`src/rtl/ttl_serial_subtractor.sv`:
```
// Multi-cycle A - B - Borrow_in built from one SLICE-bit adder slice, LS slice first.
// Define SUB_FLAGS_EN to add the registered Zero and Overflow result flags.
module ttl_serial_subtractor #(
   parameter int WIDTH = 16,
   parameter int SLICE = 4
) (
   input  logic             clk,
   input  logic             reset,
   input  logic             start,
   input  logic [WIDTH-1:0] A,
   input  logic [WIDTH-1:0] B,
   input  logic             Borrow_in,
   output logic             busy,
   output logic             done,
   output logic [WIDTH-1:0] Diff,
   output logic             Borrow_out
`ifdef SUB_FLAGS_EN
   ,
   output logic             Zero,
   output logic             Overflow
`endif
);

   localparam int N    = WIDTH / SLICE;
   localparam int IDXW = (N > 1) ? $clog2(N) : 1;

   if ((WIDTH % SLICE) != 0) begin : g_bad_slice
      $error("ttl_serial_subtractor: WIDTH must be a multiple of SLICE");
   end

   typedef enum logic [1:0] {IDLE, RUN, DONE} state_t;

   state_t            state_reg, state_next;
   logic [WIDTH-1:0]  a_sh_reg, b_sh_reg, res_sh_reg;
   logic [WIDTH-1:0]  res_next;
   logic [IDXW-1:0]   idx_reg;
   logic              carry_reg;
   logic              a_msb_reg, b_msb_reg;
   logic [SLICE:0]    sum;
   logic              accept;
   logic              last;

   assign accept = start && (state_reg != RUN);
   assign last   = (idx_reg == IDXW'(N - 1));
   assign busy   = (state_reg == RUN);
   assign done   = (state_reg == DONE);

   // One adder slice: A + ~B + carry, where carry is the inverted borrow.
   assign sum = {1'b0, a_sh_reg[SLICE-1:0]} + {1'b0, ~b_sh_reg[SLICE-1:0]}
              + {{SLICE{1'b0}}, carry_reg};

   // Slice results enter at the top so slice 0 ends up in the LS position.
   if (SLICE == WIDTH) begin : g_single
      assign res_next = sum[SLICE-1:0];
   end else begin : g_multi
      assign res_next = {sum[SLICE-1:0], res_sh_reg[WIDTH-1:SLICE]};
   end

   always_ff @(posedge clk or posedge reset) begin
      if (reset) state_reg <= IDLE;
      else       state_reg <= state_next;
   end

   always_comb begin
      state_next = state_reg;
      case (state_reg)
         IDLE:    if (start) state_next = RUN;
         RUN:     if (last)  state_next = DONE;
         DONE:    state_next = start ? RUN : IDLE;
         default: state_next = IDLE;
      endcase
   end

   always_ff @(posedge clk or posedge reset) begin
      if (reset) begin
         a_sh_reg   <= '0;
         b_sh_reg   <= '0;
         res_sh_reg <= '0;
         idx_reg    <= '0;
         carry_reg  <= 1'b0;
         a_msb_reg  <= 1'b0;
         b_msb_reg  <= 1'b0;
         Diff       <= '0;
         Borrow_out <= 1'b0;
`ifdef SUB_FLAGS_EN
         Zero       <= 1'b0;
         Overflow   <= 1'b0;
`endif
      end else if (accept) begin
         a_sh_reg   <= A;
         b_sh_reg   <= B;
         res_sh_reg <= '0;
         idx_reg    <= '0;
         carry_reg  <= ~Borrow_in;
         a_msb_reg  <= A[WIDTH-1];
         b_msb_reg  <= B[WIDTH-1];
      end else if (state_reg == RUN) begin
         a_sh_reg   <= a_sh_reg >> SLICE;
         b_sh_reg   <= b_sh_reg >> SLICE;
         res_sh_reg <= res_next;
         carry_reg  <= sum[SLICE];
         idx_reg    <= idx_reg + IDXW'(1);
         // Outputs only move at completion so partial sums never leak out.
         if (last) begin
            Diff       <= res_next;
            Borrow_out <= ~sum[SLICE];
`ifdef SUB_FLAGS_EN
            Zero       <= (res_next == '0);
            Overflow   <= (a_msb_reg != b_msb_reg) && (res_next[WIDTH-1] != a_msb_reg);
`endif
         end
      end
   end

endmodule
```
`config.mk`:
```
export PLATFORM = sky130hd
export DESIGN_NAME = ttl_serial_subtractor
export DESIGN_NICKNAME = d
export VERILOG_FILES = /design/src/rtl/ttl_serial_subtractor.sv
export SDC_FILE = /design/constraint.sdc
export NUM_CORES = 1
export LEC_CHECK = 0
export CORE_UTILIZATION = 35
export CTS_BUF_LIST = sky130_fd_sc_hd__clkbuf_8
export DETAILED_ROUTE_END_ITERATION = 12
export PLACE_DENSITY = 0.6
export SKIP_CTS_REPAIR_TIMING = 1
export SYNTH_ARGS = -nofsm -noshare
export SYNTH_HDL_FRONTEND = slang
export SYNTH_SLANG_ARGS = --single-unit
```
`constraint.sdc`:
```
create_clock -name clk -period 2.25 [get_ports clk]
set_clock_uncertainty 0.15 [all_clocks]
set_input_delay 0.45 -clock clk [delete_from_list [all_inputs] [get_ports clk]]
set_output_delay 0.45 -clock clk [all_outputs]
set_load 0.01 [all_outputs]
```
==> results of run 1 <==
==> critical path: stages (launching register included) <==
cell             delay [ns]
dfrtp_1                0.42
and2b_1                0.22
clkdlybuf4s50_1        0.53
==> Yosys cell counts, drive strengths merged <==
| master | number |
|---|---|
| clkbuf | 3 |
| mux2 | 13 |
| o211ai | 1 |
| nand3b | 1 |
| inv | 11 |
| o22ai | 1 |
| nand3 | 5 |
| mux2i | 32 |
| dfrtp | 66 |
| o21ai | 43 |
| fa | 2 |
| nand2 | 49 |
| nand2b | 1 |
| nor2 | 8 |
| and2b | 1 |
| a21o | 1 |
| ha | 4 |
| buf | 13 |
| a21oi | 2 |
| xor2 | 1 |
| xnor2 | 1 |
==> cell families after synthesis <==
group	Yosys count	synth area share [%]
AO/OA/AOI/OAI	48	8.40
flip-flops	66	56.3
buffers and inverters	27	4.86
AND/OR/NAND/NOR	65	9.38
adder cells (fa/ha/maj)	6	3.07
multiplexers	45	17.4
XOR/XNOR	2	0.597
==> layout make-up <==
cell class	count	area, um^2	share of cell area (%)
Clock buffer	10	138	3.61
Clock inverter	6	81.3	2.13
Inverter	11	47.5	1.25
Multi-Input combinational cell	166	1140	29.9
Sequential cell	66	1650	43.3
Tap cell	105	131	3.45
Timing Repair Buffer	60	621	16.3
==> power breakdown <==
part,switching [mW],internal [mW]
clock,0.439,0.646
sequential,0.301,1.70
combinational,0.905,0.935
==> final timing paths <==
| check | startpoint | to | slack [ns] | depth (start not counted) |
|---|---|---|---|---|
| max reg2reg | a_sh_reg[0]$_DFFE_PP0P_ | Borrow_out$_DFFE_PP0P_ | 0.19 | 7 |
| min in group clk | b_sh_reg[5]$_DFFE_PP0P_ | b_sh_reg[1]$_DFFE_PP0P_ | 0.33 | 2 |
| max | state_reg[0]$_DFFE_PP0P_ | done | 0.15 | 2 |
| min reg2reg | b_sh_reg[5]$_DFFE_PP0P_ | b_sh_reg[1]$_DFFE_PP0P_ | 0.33 | 2 |
| min | reset | a_sh_reg[6]$_DFFE_PP0P_ | 0.32 | 2 |
| max in group asynchronous | reset | b_sh_reg[2]$_DFFE_PP0P_ | 1.15 | 3 |
==> per-layer routing <==
layer  global-route usage [%]  wire (um)  share of wire (%)  vias to the layer above
met5                        0          0                  0                        -
li1                         -          -                  -                      985
met1                     19.4       2680                 48                      942
met4                     4.23         29               0.52                        0
met3                     5.20        296                5.3                        4
met2                     22.5       2560                 46                       51
==> stage by stage <==
step | utilization (%) | power (mW) | setup slack (ns) | cell area (um^2) | hold slack, ns
floorplan | - | 3.24 | 0.311 | 2940 | 0.299
global placement | 43.9 | 3.85 | 0.255 | 3590 | 0.308
detailed placement | 43.9 | 3.90 | 0.212 | 3590 | 0.312
CTS | 46.6 | 5.00 | 0.0407 | 3810 | 0.316
global route | 46.6 | 5.35 | 0.0751 | 3810 | 0.338
finish | 46.6 | 4.92 | 0.153 | 3810 | 0.318
==> flow_summary.ini, run 1 <==
[finish]
layoutNonFillerInstCount = 424
nets = 356
fill_cells = 783
drive_above_1_share_pct = 12.2
mostFrequentLayoutCells = dfrtp_1 (66), clkdlybuf4s50_1 (52), nand2_1 (48)
diodes = 0
area_growth_pct = 29.8
final_common_cell = dfrtp_1

[synth]
ys_seq_area_share_pct = 56.3
syn-num-nets = 301
synthTopCellsByArea = dfrtp_1 (56%), mux2i_1 (11%), o21ai_0 (7.3%)
synth_cell_types = 26
synth-warning-count = 0
ys_ff_latch = 66
avgSynthCellArea_um2 = 11.3
yosys.area.top_type = dfrtp_1
synthCells = 259
synth.top_cell.area_share_pct = 56.3
synth.cell_area_um2 = 2940

[place]
gp_congestion = 0.754
place_hpwl_mm = 3.88
port_buffers = 54
placed_cells_incl_taps = 408

[global_route]
grt_pass1_vias = 2004
grt_max_degree = 46
grtUsageTotal_pct = 14.6
grt_pass1_wl_mm = 9.78
antenna_found_initial = 0
overflow = 0

[clock_tree]
clock_path_buffers = 2
cts.sinks = 66
clock-root-buffer = clkbuf_8
cts-htree-levels = 3
clkTransAtPathRegs_ns = 0.08
cts_buffers = 9
cts_tree = done
clk-insertion-delay-late_ns = 0.34

[sta]
tns_ns = 0
tightest_slew_ns = 0.463
period_needed_ns = 2.10
rsz0062_at_grt = no
max_freq_mhz = 477
slew_headroom_pct = 69.1
slew_violations = 0
period_share_pct = 93.2
final_hold_viol_count = 0
setup_viol = 0

[floorplanning]
core_area_um2 = 8180
start_util_pct = 35.9
ios = 55
rows = 33
die-width_um = 93.6
die_h_um = 93.6
dieArea_um2 = 8760

[power]
vdd_drop_max_mv = 0.566
p_per_area_nw_per_um2 = 1290
p_leak_nw = 1.80

[worst_setup_path]
critPathKind = reg2out
startpoint_type = register
required_ns = 1.65
cp-end-kind = primary output
cp_max_fo = 3
cp.arrival_ns = 1.50

[drt]
drt_pass1_iterations = 4
routedWlPerCell_um = 13.1
post-route-drc-count = 0
vias_per_cell = 4.67
vias = 1982
routed_wirelength_mm = 5.56
first_iter_violations = 65
ant_nets = 0

[status]
status = finished clean

[worst_hold_path]
hold_class = in2async

[run]
drv_cap = 0
Power figures use the tool's default switching activity.
==> run 2, diff against run 1 <==
Settings changed: TNS_END_PERCENT set to 5.
==> results of run 2 <==
Same layout as run 1: the final DEF is identical, and so are final timing and power.
